===== config.mk =====
export PLATFORM = sky130hd
export DESIGN_NAME = div_stage
export DESIGN_NICKNAME = d
export VERILOG_FILES = /design/src/rtl/div_pkg.sv /design/src/rtl/div_stage_lzc32.sv /design/src/rtl/div_stage.sv
export SDC_FILE = /design/constraint.sdc
export NUM_CORES = 1
export LEC_CHECK = 0
export CORE_MARGIN = 2
export CORE_UTILIZATION = 40
export CTS_BUF_LIST = sky130_fd_sc_hd__clkbuf_16
export DETAILED_ROUTE_END_ITERATION = 7
export PLACE_DENSITY_LB_ADDON = 0.25
export SYNTH_ARGS = -nofsm -noshare
export SYNTH_HDL_FRONTEND = slang
export SYNTH_SLANG_ARGS = --single-unit

===== constraint.sdc =====
create_clock -name clk -period 6.2 [get_ports clk]
set_input_delay 0.93 -clock clk [delete_from_list [all_inputs] [get_ports clk]]
set_output_delay 0.93 -clock clk [all_outputs]
set_load 0.005 [all_outputs]

===== src/rtl/div_pkg.sv =====
// div_pkg: shared definitions for the divider front-end stage.
//   state_t             - stage FSM state encoding
//   ZERO_RESULT_DEFAULT - quotient returned when the divisor is zero
//   INT_MIN             - most negative 32-bit two's-complement value
package div_pkg;

  typedef enum logic [2:0] {
    IDLE  = 3'd0,
    PREP  = 3'd1,
    ISSUE = 3'd2,
    WAIT  = 3'd3,
    FIX   = 3'd4,
    DONE  = 3'd5
  } state_t;

  localparam logic [31:0] ZERO_RESULT_DEFAULT = 32'hFFFF_FFFF;
  localparam logic [31:0] INT_MIN             = 32'h8000_0000;

endpackage


===== src/rtl/div_stage_lzc32.sv =====
// lzc32: combinational 32-bit leading-zero counter.
//   value - word to scan
//   count - number of leading zeros, 0..32 (32 means value == 0)
module lzc32 (
  input  logic [31:0] value,
  output logic [5:0]  count
);

  // Scan from LSB upward so the highest set bit is the last one to write
  // the count; an all-zero word falls through to 32.
  always_comb begin
    count = 6'd32;
    for (int i = 0; i < 32; i++) begin
      if (value[i]) begin
        count = 6'(31 - i);
      end
    end
  end

endmodule


===== src/rtl/div_stage.sv =====
// div_stage: request/response front-end for the 32-bit unsigned iterative
// divider. Converts signed/unsigned operands to magnitudes, handles the
// operand classes the divider cannot finish (b == 0, dividend >= 2^31,
// divisor >= 2^31) locally, and applies sign correction and flags.
//   clk, reset        - clock, asynchronous active-low reset
//   req_*             - request channel (valid/ready, a, b, signed)
//   rsp_*             - response channel (valid/ready, quotient, flags)
//   div_a/div_b/div_go       - operands and start pulse to the divider
//   div_c/div_available      - quotient and done pulse from the divider
module div_stage
  import div_pkg::*;
#(
  parameter logic [31:0] ZERO_RESULT = ZERO_RESULT_DEFAULT
) (
  input  logic        clk,
  input  logic        reset,
  input  logic        req_valid,
  output logic        req_ready,
  input  logic [31:0] req_a,
  input  logic [31:0] req_b,
  input  logic        req_signed,
  output logic        rsp_valid,
  input  logic        rsp_ready,
  output logic [31:0] rsp_q,
  output logic        rsp_is_zero,
  output logic        rsp_is_negative,
  output logic        rsp_div_zero,
  output logic        rsp_overflow,
  output logic [31:0] div_a,
  output logic [31:0] div_b,
  output logic        div_go,
  input  logic [31:0] div_c,
  input  logic        div_available
);

  state_t      state;
  logic        neg_a, neg_b, ovf;
  logic [31:0] mag_a, mag_b, q_hi, q_mag;

  logic        in_neg_a, in_neg_b;
  logic [5:0]  lz;
  logic [4:0]  k;
  logic [31:0] t_full, t_half, q_hi_full, q_hi_half, fix_q;

  assign in_neg_a = req_signed & req_a[31];
  assign in_neg_b = req_signed & req_b[31];

  lzc32 u_lzc (
    .value (mag_b),
    .count (lz)
  );

  // Split path for a dividend with bit 31 set: subtract the divisor aligned
  // to bit 31 (or one position lower if that is too big) so the residue the
  // divider sees is below 2^31, and keep the matching quotient bit aside.
  assign k         = lz[4:0];
  assign t_full    = mag_b << k;
  assign t_half    = t_full >> 1;
  assign q_hi_full = 32'd1 << k;
  assign q_hi_half = q_hi_full >> 1;

  assign fix_q = ovf ? INT_MIN : ((neg_a ^ neg_b) ? (32'd0 - q_mag) : q_mag);

  always_ff @(posedge clk or negedge reset) begin
    if (!reset) begin
      state           <= IDLE;
      req_ready       <= 1'b1;
      rsp_valid       <= 1'b0;
      rsp_q           <= '0;
      rsp_is_zero     <= 1'b0;
      rsp_is_negative <= 1'b0;
      rsp_div_zero    <= 1'b0;
      rsp_overflow    <= 1'b0;
      div_a           <= '0;
      div_b           <= '0;
      div_go          <= 1'b0;
      neg_a           <= 1'b0;
      neg_b           <= 1'b0;
      ovf             <= 1'b0;
      mag_a           <= '0;
      mag_b           <= '0;
      q_hi            <= '0;
      q_mag           <= '0;
    end else begin
      case (state)
        IDLE: begin
          if (req_valid) begin
            neg_a     <= in_neg_a;
            neg_b     <= in_neg_b;
            mag_a     <= in_neg_a ? (32'd0 - req_a) : req_a;
            mag_b     <= in_neg_b ? (32'd0 - req_b) : req_b;
            ovf       <= req_signed && (req_a == INT_MIN) && (req_b == 32'hFFFF_FFFF);
            req_ready <= 1'b0;
            state     <= PREP;
          end
        end
        PREP: begin
          // lz[5] is set only for a zero divisor.
          if (lz[5]) begin
            rsp_q           <= ZERO_RESULT;
            rsp_is_zero     <= (ZERO_RESULT == 32'd0);
            rsp_is_negative <= ZERO_RESULT[31];
            rsp_div_zero    <= 1'b1;
            rsp_overflow    <= 1'b0;
            rsp_valid       <= 1'b1;
            state           <= DONE;
          end else if (mag_b[31]) begin
            q_mag <= {31'd0, (mag_a >= mag_b)};
            state <= FIX;
          end else begin
            if (mag_a[31]) begin
              if (t_full <= mag_a) begin
                div_a <= mag_a - t_full;
                q_hi  <= q_hi_full;
              end else begin
                div_a <= mag_a - t_half;
                q_hi  <= q_hi_half;
              end
            end else begin
              div_a <= mag_a;
              q_hi  <= '0;
            end
            div_b  <= mag_b;
            div_go <= 1'b1;
            state  <= ISSUE;
          end
        end
        ISSUE: begin
          div_go <= 1'b0;
          state  <= WAIT;
        end
        WAIT: begin
          if (div_available) begin
            q_mag <= q_hi | div_c;
            state <= FIX;
          end
        end
        FIX: begin
          rsp_q           <= fix_q;
          rsp_is_zero     <= (fix_q == 32'd0);
          rsp_is_negative <= fix_q[31];
          rsp_div_zero    <= 1'b0;
          rsp_overflow    <= ovf;
          rsp_valid       <= 1'b1;
          state           <= DONE;
        end
        DONE: begin
          if (rsp_ready) begin
            rsp_valid <= 1'b0;
            req_ready <= 1'b1;
            state     <= IDLE;
          end
        end
        default: begin
          state <= IDLE;
        end
      endcase
    end
  end

endmodule


==> summary.md <==
| Metric | Value |
|---|---|
| Status | `finished, final reports clean` |
| Distinct cells, synth | `78` |
| Vias | `~17,000` |
| Met1 wire length | `27,700 µm` |
| 1st-pass router iterations | `6` |
| HPWL Detailed | `about 50,000 µm` |
| Synth top area share | `0.339` |
| Rows | `76` |
| Largest cells by area after synthesis | `dfrtp_1 (34%), o21ai_0 (9.4%), ha_1 (7.2%), nand2_1 (6.9%), xnor2_1 (3.8%)` |
| Metal3 WL | `3560 µm` |
| Port bufs | `roughly 200` |
| Worst-Margin Slew | `1.25 ns` |
| RSZ-0062 raised after global routing | `yes` |
| CTS clk-pin slew, worst paths | `0.06 ns` |
| Avg WL per Cell | `21.9 µm` |
| Routed Antenna Nets | `0` |
| Max-Cap Viols | `0` |
| CP Capture Type | `flip-flop` |
| CTS tree | `yes` |
| Maximum fanout along the worst path | `22` |
| Leading area contributor after synthesis | `dfrtp_1` |
| Main synth FF type | `dfrtp_1` |
| EDFF count, synth | `0` |
| Commonest cells in the synthesized netlist | `o21ai_0 (323), nand2_1 (317), dfrtp_1 (234), nor2_1 (156), a21oi_1 (113)` |
| Worst skew pair latency | `0.57 ns` |
| Root Driver | `clkbuf_16` |
| Reg2reg setup slack | `0.34 ns` |
| Largest net degree at the start of global routing | `~130` |
| Diode count | `0` |
| DRC | `0` |
| Number of global-route vias before repair | `around 17,000` |
| Synthesis-to-layout area growth | `24.2%` |
| Total wire length | `roughly 64,000 µm` |
| Skew final | `0.0186 ns` |
| Setup Viol. Count Final | `0` |
| Initial drt markers | `1,427` |
| Placed insts | `2,888` |
| CP arrival | `6.33 ns` |
| Met2 wire len | `31,100 µm` |
| IO Pins | `about 210` |
| Total negative slack | `0 ns` |
| # clock sinks | `235` |
| Bufs on Longest Clock Path | `3` |
| Total gr overflow | `0` |
| Slew Limit Fails | `0` |
| Routability cong. | `0.976` |
| Most frequent cell after synthesis | `o21ai_0` |
| Kind of critical path | `reg -> reg` |
| Area of the core | `42,800 µm²` |
| Share of layout cells above drive strength 1 | `0.0800` |
| Final hold violations | `0` |
| Worst EP required | `6.67 ns` |
| Worst min-delay path class | `in -> async` |
| Hold Buf Count CTS | `0` |
| Die area | `44,800 µm²` |
| Worst r2r path cells | `21` |
| Synthesized area | `17,300 µm²` |
| Starting Density | `0.403` |
| Total GRT Usage | `0.285` |
| Worst r2r src | `mag_b[4]` |
| Async S/R FF share, synth | `1.00` |
| Sequential fraction of the synthesis area | `0.341` |
| CP startpoint kind | `flip-flop` |
| Peak Freq | `171 MHz` |
| First-pass GRT wire length | `99,000 µm` |
| Mean Syn Cell Area | `8.04 µm²` |
| Highest routed layer | `met5` |
| Die height | `212 µm` |
| Post-Syn Nets | `2,349` |
| Final worst-path cycle share | `0.945` |
| Inserted Clock Buffers | `28` |
| Worst hold slack | `0.431 ns` |
| Via-per-instance ratio | `5.88` |
| Reg-to-Reg End | `div_a[6]` |
| Yosys warns | `0` |
| Die X | `212 µm` |
| #FFs+latches synth | `235` |
| H-tree levels | `1` |
| Slew HR | `0.160` |
| Final instance count without filler cells | `2,946` |
| Crit path time final | `5.86 ns` |
| Crit path launch | `mag_b[4]` |
| Cells after Synth | `about 2,100` |
| # nets final | `approximately 2,600` |
| Initial antenna violation count | `1` |
-- critical path, stage by stage (launching register included) --
cell and delay (ns):
dfrtp_1 0.43, inv_1 0.22, o311ai_0 0.18, a21oi_1 0.32
a31oi_2 0.24, nor2_4 0.30, buf_4 0.33, nand2_1 0.15
nor2_1 0.36, a31oi_1 0.17, a22o_1 0.25, o22a_1 0.30
ha_1 0.40, nand4_1 0.21, nor4_1 0.32, nand2_1 0.13
and4b_1 0.25, a31o_2 0.35, buf_12 0.19, o311ai_0 0.31
o21ai_0 0.14, o21ai_0 0.17
-- state kept, by name, indices dropped and copies added (netlist names), 3 cells and up --
signal and count:
q_mag 32, div_b 31, div_a 32, state 3
rsp_q 32, mag_a 32, mag_b 32, q_hi 32
-- how the worst max path moves through the flow --
stage                           end  slack [ns]  cells after the start
final                      div_a[6]        0.34                     21
after global routing       q_hi[29]      -0.003                     27
after CTS                  q_hi[29]        0.12                     22
after detailed placement   q_hi[29]        0.17                     22
after global placement    div_a[26]        0.32                     23
after floorplan            q_hi[11]        0.91                     18
-- cell families after synthesis --
logic type	count (synthesis)	synth area share
AO/OA/AOI/OAI	731	0.261
AND/OR/NAND/NOR	737	0.197
multiplexers	33	0.0194
flip-flops	235	0.341
buffers and inverters	170	0.0381
adder cells (fa/ha/maj)	101	0.0741
other	1	0.000217
XOR/XNOR	138	0.0701
-- per-layer routing --
metal | vias up | GRT usage
met1 | 8315 | 0.373
met5 | - | 0
li1 | 8268 | -
met3 | 132 | 0.0340
met2 | 612 | 0.489
met4 | 2 | 0.0923
-- cell usage in the layout, fill, tap and decap left out, drive strengths merged, types with 70 or more instances in the layout --
cell	n
nand2	317
nor2	157
xnor2	74
buf	112
dfrtp	234
o21ai	326
a21oi	113
clkdlybuf4s50	202
inv	70
ha	99
-- what timing repair did --
item	4_1_cts	5_1_grt
setup buffers	0	6
resized for setup	0	20
setup endpoints to repair	0	64
-- stage by stage --
step                area [µm²]  utilization  worst slack, ns
floorplan                17300            -            0.907
global placement         20400        0.478            0.322
detailed placement       20400        0.478            0.169
CTS                      21300        0.498            0.116
global route             21400        0.501         -0.00319
finish                   21400        0.501            0.338
-- area by class of cell --
cell class	instances	area [µm²]
Tap cell	546	683
Inverter	58	218
Multi-Input combinational cell	1741	10800
Sequential cell	235	5880
Clock inverter	24	163
Fill cell	4158	21400
Clock buffer	28	701
Timing Repair Buffer	314	2950
Power is not shown: default switching activity piles up to over one toggle a cycle in this logic, so the estimate is an artifact.
